===== config.mk =====
export PLATFORM = sky130hd
export DESIGN_NAME = kv_cache_controller
export DESIGN_NICKNAME = d
export VERILOG_FILES = /design/src/rtl/if_types_pkg.sv /design/src/rtl/ctrl_types_pkg.sv /design/src/rtl/kv_entry_store.sv /design/src/rtl/kv_cache_controller.sv
export SDC_FILE = /design/constraint.sdc
export NUM_CORES = 1
export LEC_CHECK = 0
export BUFFER_PORTS_ARGS = -buffer_cell sky130_fd_sc_hd__buf_2
export CAP_MARGIN = 25
export CORE_UTILIZATION = 50
export DETAILED_ROUTE_END_ITERATION = 16
export PLACE_DENSITY_LB_ADDON = 0.25
export SYNTH_ARGS = -nofsm -noshare
export SYNTH_HDL_FRONTEND = slang
export SYNTH_SLANG_ARGS = --single-unit

===== constraint.sdc =====
create_clock -name clk -period 6.9 [get_ports clk]
set_input_delay 0.69 -clock clk [delete_from_list [all_inputs] [get_ports clk]]
set_output_delay 0.69 -clock clk [all_outputs]
set_load 0.005 [all_outputs]

===== src/rtl/if_types_pkg.sv =====
// Shared widths of the decoded request handed over by obi_cache_interface.
package if_types_pkg;
   localparam int OP_WIDTH    = 2;
   localparam int KEY_WIDTH   = 32;
   localparam int VALUE_WIDTH = 32;
endpackage


===== src/rtl/ctrl_types_pkg.sv =====
// Operation and FSM state encodings used by the key/value cache controller.
package ctrl_types_pkg;
   typedef enum logic [if_types_pkg::OP_WIDTH-1:0] {
      NOOP   = 2'd0,
      READ   = 2'd1,
      UPSERT = 2'd2,
      DELETE = 2'd3
   } operation_e;

   typedef enum logic [1:0] {
      ST_IDLE     = 2'd0,
      ST_SEARCH   = 2'd1,
      ST_RESPOND  = 2'd2,
      ST_WAIT_CLR = 2'd3
   } ctrl_state_e;
endpackage


===== src/rtl/kv_entry_store.sv =====
// Valid/key/value slot arrays with one combinational read port, one write/clear
// port and a running count of valid slots.
module kv_entry_store #(
   parameter int NUM_ENTRIES = 8,
   parameter int KEY_WIDTH   = 32,
   parameter int VALUE_WIDTH = 32,
   localparam int IDX_W      = $clog2(NUM_ENTRIES),
   localparam int CNT_W      = $clog2(NUM_ENTRIES + 1)
) (
   input  logic                   clk,
   input  logic                   rst_n,
   input  logic [IDX_W-1:0]       rd_idx,
   output logic                   rd_valid,
   output logic [KEY_WIDTH-1:0]   rd_key,
   output logic [VALUE_WIDTH-1:0] rd_value,
   input  logic                   wr_en,
   input  logic                   clr_en,
   input  logic [IDX_W-1:0]       wr_idx,
   input  logic [KEY_WIDTH-1:0]   wr_key,
   input  logic [VALUE_WIDTH-1:0] wr_value,
   output logic [CNT_W-1:0]       count
);
   logic [NUM_ENTRIES-1:0] valid_r;
   logic [KEY_WIDTH-1:0]   key_r   [NUM_ENTRIES];
   logic [VALUE_WIDTH-1:0] value_r [NUM_ENTRIES];
   logic [CNT_W-1:0]       count_r;

   assign rd_valid = valid_r[rd_idx];
   assign rd_key   = key_r[rd_idx];
   assign rd_value = value_r[rd_idx];
   assign count    = count_r;

   // Valid bits and occupancy count; count only moves when a slot changes state.
   always_ff @(posedge clk or negedge rst_n) begin
      if (!rst_n) begin
         valid_r <= '0;
         count_r <= '0;
      end else if (wr_en) begin
         valid_r[wr_idx] <= 1'b1;
         if (!valid_r[wr_idx]) begin
            count_r <= count_r + CNT_W'(1);
         end
      end else if (clr_en) begin
         valid_r[wr_idx] <= 1'b0;
         if (valid_r[wr_idx]) begin
            count_r <= count_r - CNT_W'(1);
         end
      end
   end

   // Key/value payload needs no reset; it is qualified by the valid bits.
   always_ff @(posedge clk) begin
      if (wr_en) begin
         key_r[wr_idx]   <= wr_key;
         value_r[wr_idx] <= wr_value;
      end
   end
endmodule


===== src/rtl/kv_cache_controller.sv =====
// Fixed-latency key/value engine: sequential search over all slots, commit on
// the last search edge, registered one-cycle ready pulse, then wait for NOOP.
module kv_cache_controller
   import ctrl_types_pkg::*;
#(
   parameter int NUM_ENTRIES = 8,
   parameter int KEY_WIDTH   = if_types_pkg::KEY_WIDTH,
   parameter int VALUE_WIDTH = if_types_pkg::VALUE_WIDTH,
   localparam int IDX_W      = $clog2(NUM_ENTRIES),
   localparam int CNT_W      = $clog2(NUM_ENTRIES + 1)
) (
   input  logic                   clk,
   input  logic                   rst_n,
   input  operation_e             operation_in,
   input  logic [KEY_WIDTH-1:0]   key_in,
   input  logic [VALUE_WIDTH-1:0] value_in,
   output logic                   ready_out,
   output logic                   op_succ_out,
   output logic [VALUE_WIDTH-1:0] value_out,
   output logic [CNT_W-1:0]       count_out
);
   ctrl_state_e            state_r, state_s;
   logic [IDX_W-1:0]       idx_r;
   logic                   hit_r, hit_s, match_s;
   logic [IDX_W-1:0]       hit_idx_r, hit_idx_s;
   logic [VALUE_WIDTH-1:0] hit_value_r, hit_value_s;
   logic                   free_found_r, free_found_s;
   logic [IDX_W-1:0]       free_idx_r, free_idx_s;
   logic                   last_s, commit_s, accept_s;
   logic                   ready_r, op_succ_r, succ_s;
   logic [VALUE_WIDTH-1:0] value_r, result_s;
   logic                   rd_valid_s, wr_en_s, clr_en_s;
   logic [KEY_WIDTH-1:0]   rd_key_s;
   logic [VALUE_WIDTH-1:0] rd_value_s;
   logic [IDX_W-1:0]       wr_idx_s;

   kv_entry_store #(
      .NUM_ENTRIES (NUM_ENTRIES),
      .KEY_WIDTH   (KEY_WIDTH),
      .VALUE_WIDTH (VALUE_WIDTH)
   ) u_store (
      .clk      (clk),
      .rst_n    (rst_n),
      .rd_idx   (idx_r),
      .rd_valid (rd_valid_s),
      .rd_key   (rd_key_s),
      .rd_value (rd_value_s),
      .wr_en    (wr_en_s),
      .clr_en   (clr_en_s),
      .wr_idx   (wr_idx_s),
      .wr_key   (key_in),
      .wr_value (value_in),
      .count    (count_out)
   );

   assign ready_out   = ready_r;
   assign op_succ_out = op_succ_r;
   assign value_out   = value_r;

   // Next-state logic.
   always_comb begin
      state_s = state_r;
      case (state_r)
         ST_IDLE:     if (operation_in != NOOP) state_s = ST_SEARCH; else state_s = ST_IDLE;
         ST_SEARCH:   if (last_s) state_s = ST_RESPOND; else state_s = ST_SEARCH;
         ST_RESPOND:  state_s = ST_WAIT_CLR;
         ST_WAIT_CLR: if (operation_in == NOOP) state_s = ST_IDLE; else state_s = ST_WAIT_CLR;
         default:     state_s = ST_IDLE;
      endcase
   end

   // Search step: fold the slot under idx into the running hit / lowest-free result.
   always_comb begin
      last_s       = (idx_r == IDX_W'(NUM_ENTRIES - 1));
      accept_s     = (state_r == ST_IDLE) && (state_s == ST_SEARCH);
      commit_s     = (state_r == ST_SEARCH) && last_s;
      match_s      = rd_valid_s && (rd_key_s == key_in);
      hit_s        = hit_r | match_s;
      hit_idx_s    = match_s ? idx_r : hit_idx_r;
      hit_value_s  = match_s ? rd_value_s : hit_value_r;
      free_found_s = free_found_r | !rd_valid_s;
      free_idx_s   = free_found_r ? free_idx_r : idx_r;
   end

   // Commit decision; the only slot ever written or cleared is hit_idx or free_idx.
   always_comb begin
      wr_en_s  = 1'b0;
      clr_en_s = 1'b0;
      succ_s   = 1'b0;
      result_s = '0;
      wr_idx_s = hit_s ? hit_idx_s : free_idx_s;
      if (commit_s) begin
         case (operation_in)
            READ: begin
               if (hit_s) begin
                  succ_s   = 1'b1;
                  result_s = hit_value_s;
               end else begin
                  succ_s   = 1'b0;
               end
            end
            UPSERT: begin
               result_s = value_in;
               if (hit_s || free_found_s) begin
                  wr_en_s = 1'b1;
                  succ_s  = 1'b1;
               end else begin
                  succ_s  = 1'b0;
               end
            end
            DELETE: begin
               if (hit_s) begin
                  clr_en_s = 1'b1;
                  succ_s   = 1'b1;
                  result_s = hit_value_s;
               end else begin
                  succ_s   = 1'b0;
               end
            end
            default: begin
               succ_s = 1'b0;
            end
         endcase
      end else begin
         succ_s = 1'b0;
      end
   end

   // State, search registers and held result; ready lags RESPOND by one cycle.
   always_ff @(posedge clk or negedge rst_n) begin
      if (!rst_n) begin
         state_r      <= ST_IDLE;
         idx_r        <= '0;
         hit_r        <= 1'b0;
         hit_idx_r    <= '0;
         hit_value_r  <= '0;
         free_found_r <= 1'b0;
         free_idx_r   <= '0;
         ready_r      <= 1'b0;
         op_succ_r    <= 1'b0;
         value_r      <= '0;
      end else begin
         state_r <= state_s;
         ready_r <= (state_r == ST_RESPOND);
         if (accept_s) begin
            idx_r        <= '0;
            hit_r        <= 1'b0;
            free_found_r <= 1'b0;
            op_succ_r    <= 1'b0;
            value_r      <= '0;
         end else if (state_r == ST_SEARCH) begin
            idx_r        <= last_s ? '0 : idx_r + IDX_W'(1);
            hit_r        <= hit_s;
            hit_idx_r    <= hit_idx_s;
            hit_value_r  <= hit_value_s;
            free_found_r <= free_found_s;
            free_idx_r   <= free_idx_s;
            if (commit_s) begin
               op_succ_r <= succ_s;
               value_r   <= result_s;
            end
         end
      end
   end
endmodule


; Word level (Yosys, flattened, before mapping)
; Memory sizes are Yosys's and may differ from the RTL's.
; Cells that the tools add are included.
[word_totals]
register_bits = 91
ramBits = 512
memories = 2
[op_classes]
addsub = 3
n_lt_le_gt_ge = 3
eq_ne = 10
n_mux = 44
bitwise_logic = 6
reduce_logical = 17
[memory_table]
columns = name, words, word_bits, read_ports, rd_clocked_by_memory_dff, wr, line_no
row1 = u_store.key_r, 8, 32, 1, 0, 1, kv_entry_store.sv:24  ; logic [KEY_WIDTH-1:0] key_r [NUM_ENTRIES];
row2 = u_store.value_r, 8, 32, 1, 0, 1, kv_entry_store.sv:25  ; logic [VALUE_WIDTH-1:0] value_r [NUM_ENTRIES];
[op_table]
columns = cell, count
row1 = $mux W32, 5
row2 = $pmux W32 S2, 1
row3 = $eq A32 B32 Y1, 1
row4 = $mux W1, 19
row5 = $mux W3, 6
row6 = $mux W4, 4
row7 = $mux W8, 2
row8 = $reduce_bool A2 Y1, 5
row9 = $and A8 B8 Y8, 1
row10 = $eq A2 B2 Y1 const B, 4
row11 = $lt A3 B4 Y1 const B, 2
row12 = $not A8 Y8, 1
row13 = $or A8 B8 Y8, 1
row14 = $pmux W2 S4, 1
row15 = $bmux W1 S3, 2
row16 = $eq A2 B1 Y1 const B, 3
row17 = $add A4 B1 Y4 const B, 1
row18 = $logic_and A1 B1 Y1, 4
row19 = $logic_not A2 Y1, 2
row20 = $mux W2, 2
row21 = $reduce_and A2 Y1, 2
row22 = $sub A4 B1 Y4 const B, 1
row23 = $add A3 B1 Y3 const B, 1
row24 = $demux W1 S3, 1
row25 = 10 further kinds, 11

; Depth between registers and ports, before layout
[depth]
ltp_word = 13
depth_mapped = 17
depth_no_buf = 14

; Hierarchy
; Synthesis repeated with hierarchy kept, for this count alone.
[unflattened]
hier_cells = 1192
area_unflattened_um2 = 24192.0
[modules_own_cells]
columns = module, instances, cells_each, area_per_inst_um2, seq_area_each_um2
row1 = kv_entry_store, 1, 816, 19889.1, 15675.0
row2 = kv_cache_controller, 1, 376, 4302.9, 1976.9

; Worst setup path before layout
; OpenSTA, ideal clock, no wires.
[synth_path]
path_type = register to register
startpoint = register idx_r[0]
endpoint = memory u_store.key_r[1][0] (enable)
setup_ns = 0.487
t_arrival_ns = 5.955
setup_slack_ns = 0.459
path_stages_with_launch = 12
n_path_buf = 2
synth_period_minus_slack_ns = 6.441
path_cell_list = dfrtp_1 > buf_6 > mux4_2 > mux2i_1 > xor2_1 > nand4_1 > or4_4 > nor4_2 > buf_6 > mux2i_1 > nand2_1 > nor2_1
[synth_via]
elab_chain_cells = 10
[synth_lines]
columns = item, line_no
row1 = from (decl), kv_cache_controller.sv:23  ; logic [IDX_W-1:0] idx_r;
row2 = from (signal assigned), kv_cache_controller.sv:152  ; idx_r <= last_s ? '0 : idx_r + IDX_W'(1);
row3 = $mem_v2 Z8 W32 / $bmux W1 S3 (equally long branches), --
row4 = $eq A32 B32 Y1 / $mux W1 (equally long branches), "kv_cache_controller.sv:77, kv_entry_store.sv:28"
row5 = $logic_and A1 B1 Y1 / $logic_not A1 Y1 (equally long branches), "kv_cache_controller.sv:77, kv_cache_controller.sv:81"
row6 = "$or A1 B1 Y1, on equally long branches", "kv_cache_controller.sv:78, kv_cache_controller.sv:81"
row7 = $logic_or A1 B1 Y1, kv_cache_controller.sv:104  ; if (hit_s || free_found_s) begin
row8 = $mux W1, kv_cache_controller.sv:104
row9 = $mux W1, kv_cache_controller.sv:93  ; case (operation_in)
row10 = $mux W1, kv_cache_controller.sv:92  ; if (commit_s) begin
row11 = $mux W1, kv_entry_store.sv:53  ; if (wr_en) begin
row12 = $mux W1 (not written as such), kv_entry_store.sv:54  ; key_r[wr_idx] <= wr_key;
row13 = to (decl), kv_entry_store.sv:24
; Several ways; a longest one is shown, not always the timed one. The select of a mux whose other input is x is not followed.

; Final worst setup path
[layout_path]
startpoint = register idx_r[0]
endpoint = memory u_store.key_r[1][10] (enable)
; Same word-level chain as after synthesis.

==> results.yml <==
global_routing:
  grt-ovfl-total: 0
  grt_max_degree: 72
  grt_usage_pct: 20.7
  grt_pass1_vias: 12600
  antenna_found_initial: 3
  grt_pass1_wl_um: 77500
pwr:
  pwr-share-clk_pct: 33.0
  p_per_area_mw_per_mm2: 358
  power.switching_mw: 2.75
  design_power_total_mw: 9.90
  p_int_mw: 7.15
  pwr-share-comb_pct: 23.0
  switching_share_pct: 27.8
  cellLeakagePower_nw: 9.50
  power_frac_seq_pct: 44.0
  ir_drop_mv: 0.220
timing:
  maxSlewHeadroom_pct: 34.6
  finalMaxSlewViolations: 0
  fin_crit_ps: 5650
  timing.fmax_ghz: 0.177
  fin_worst_skew_ps: 17.7
  hold_viol: 0
  worst_pin_slew_ps: 981
  setup_viol: 0
  grt_setup_unrepaired: "no"
  tns_ps: 0
  period_share_pct: 81.9
critical_path:
  critPathArrivalTime_ps: 5940
  worstPathRequired_ps: 7190
  critPathMaxFanout: 45
  critical_path_class: "reg2reg"
  cp-end-kind: "flip-flop"
  reg2reg_slack_ps: 1250
  cp-start-kind: "flip-flop"
floorplanning:
  dieArea_mm2: 0.0496
  io_pins: 106
  die_width_um: 223
  fp.dieH_um: 223
  core-area_mm2: 0.0478
  rows: 80
  start_util_pct: 50.9
finish:
  instances_no_fill: 2087
  nets: 1496
  area_delta_synth_final_pct: 13.6
  multi_input_area_mm2: 0.00635
  drive_gt1_share_pct: 26.8
  seq_area_mm2: 0.0177
  fillers: 3568
yosys:
  synth_top_area_share_pct: 63.2
  synth_edf_count: 512
  ys.flop_type: "edfxtp_1"
  yosysWarnings: 0
  syn_nets: 1364
  synthCells: 1291
  seq_area_frac_synth_pct: 72.5
  synthTopCellsByCount: "512 x edfxtp_1, 96 x mux4_2, 94 x mux2i_1"
  synth_top_cell_by_area: "edfxtp_1"
  async_reset_ff_share_pct: 15.1
  yosys_register_bits: 603
  avgSynthCellArea_um2: 18.9
  syn_area_mm2: 0.0243
  ys_types: 64
  synth_area_leaders: "edfxtp_1 63%, dfrtp_1 9.4%, mux4_2 8.9%, mux2i_1 3.9%, mux4_1 1.9%"
  yosysMostFrequentCell: "edfxtp_1"
routing:
  wl_per_cell_um: 23.9
  routed_wl_um: 49900
  vias_per_cell: 5.90
  num_vias: 12300
  firstDrtPassIters: 5
  drc_errors: 0
  drtIter0Drc: 912
  ant_nets: 0
clock_network:
  post_cts_buffers: 0
  cts_htree_levels: 2
  clockBufferDepth: 3
  cts_sinks: 603
  cts.clk_slew.worst_paths_ps: 60
  clk_latency_ps: 610
  root_buffer: "clkbuf_16"
  cts_inserted_buffers: 60
  cts_tree: "done"
run:
  max-cap-violations: 0
place:
  io_buffers: 105
  dp_cells: 1975
  gp_congestion: 0.759
  hpwl_um: 28200
min_path:
  hold_class: "in2reg"
status:
  status: "complete, no violations"
## cells in the final DEF (no fill, tap or decap), drive strengths merged, types with 4 or more instances in the layout
cell      Yosys  routed
bufinv        0       7
clkinv        1      23
nor2         19      19
a22o         42      42
o21ai        79      79
nand2b        4       4
xor2          7       7
nor4          9       9
dfrtp        91      91
mux2i        95      95
clkinvlp      0       6
buf          37     137
a21oi         7       7
mux2         40      40
nand4         7       7
o22ai         8       8
xnor2        19      19
nand2        82      82
inv          10      11
o41ai         4       4
nor3         11      11
a22oi         6       6
clkbuf       31      74
edfxtp      512     512
ha            4       4
o21a          5       5
and3b         4       4
nor2b        10      10
mux4        114     114
## power by group through the flow
stage                     clock network, mW  logic, mW  registers [mW]
after global routing                   3.45       2.47            4.38
final                                  3.27       2.28            4.35
after detailed placement                  0       2.29            4.44
after CTS                              3.32       2.31            4.36
after global placement                    0       2.28            4.43
after floorplan                           0       1.92            4.21
## through the flow
stage	area, um^2	hold WS (ps)	utilization (%)	setup slack (ps)
2_1_floorplan	24300	394	-	459
3_3_place_gp	25600	463	53.6	1280
3_5_place_dp	25600	470	53.6	1220
4_1_cts	27600	351	57.8	1190
5_1_grt	27600	372	57.8	741
6_report	27600	377	57.8	1250
## registers in the layout, indices dropped and copies added, names as in the netlist, named ones only
register and count:
free_found_r 1, free_idx_r 3, hit_idx_r 3, hit_r 1
hit_value_r 32, idx_r 3, op_succ_out 1, ready_out 1
state_r 2, u_store.count 4, u_store.key_r 256, u_store.value_r 256
value_out 32
## final timing paths
path / end / cells past startpoint / start
setup / recovery: u_store.key_r[1][10]$_DFFE_PP_ / 11 / idx_r[0]$_DFFE_PN0P_
hold / removal: u_store.key_r[0][28]$_DFFE_PP_ / 1 / key_in[28]
setup reg to reg: u_store.key_r[1][10]$_DFFE_PP_ / 11 / idx_r[0]$_DFFE_PN0P_
hold reg to reg: hit_value_r[20]$_DFFE_PN0P_ / 2 / hit_value_r[20]$_DFFE_PN0P_
max in group asynchronous: idx_r[0]$_DFFE_PN0P_ / 3 / rst_n
min in group asynchronous: value_out[1]$_DFFE_PN0P_ / 2 / rst_n
## final cells by class
cell class | count | share of cell area [%]
antenna | 1 | 0.00905
clock buffer | 74 | 5.84
clock inverter | 36 | 1.31
inverter | 11 | 0.149
multi-input combinational | 609 | 23.0
sequential | 603 | 63.9
tap | 615 | 2.78
timing repair buffer | 138 | 3.02
## per-layer routing
metal | vias up | wire (um) | track usage, %
met2 | 292 | 24000 | 33.3
li1 | 5473 | - | -
met5 | - | 25 | 0
met4 | 4 | 1110 | 6.10
met1 | 6461 | 22500 | 29.1
met3 | 79 | 2360 | 3.80
## cell families after synthesis
kind of cell,share of synthesized area [%]
AO/OA/AOI/OAI,4.69
XOR/XNOR,0.936
adder cells (fa/ha/maj),0.288
buffers and inverters,1.71
flip-flops,72.5
multiplexers,16.6
AND/OR/NAND/NOR,3.21
## worst max-delay path, stage by stage (launching register included)
cell,delay (ps)
dfrtp_4,970
buf_4,370
mux4_1,570
mux2i_1,170
xnor2_1,100
nor4_1,410
nand3_1,240
nor4_4,390
mux2i_1,560
nand2_1,460
nor2_4,730
buf_12,290
## repair_timing
item	in CTS	in global routing
endpoints found under the hold margin	29	0
hold buffers	1	0
gates resized for setup	0	0
No activity file was read; power rests on OpenSTA's default activity.
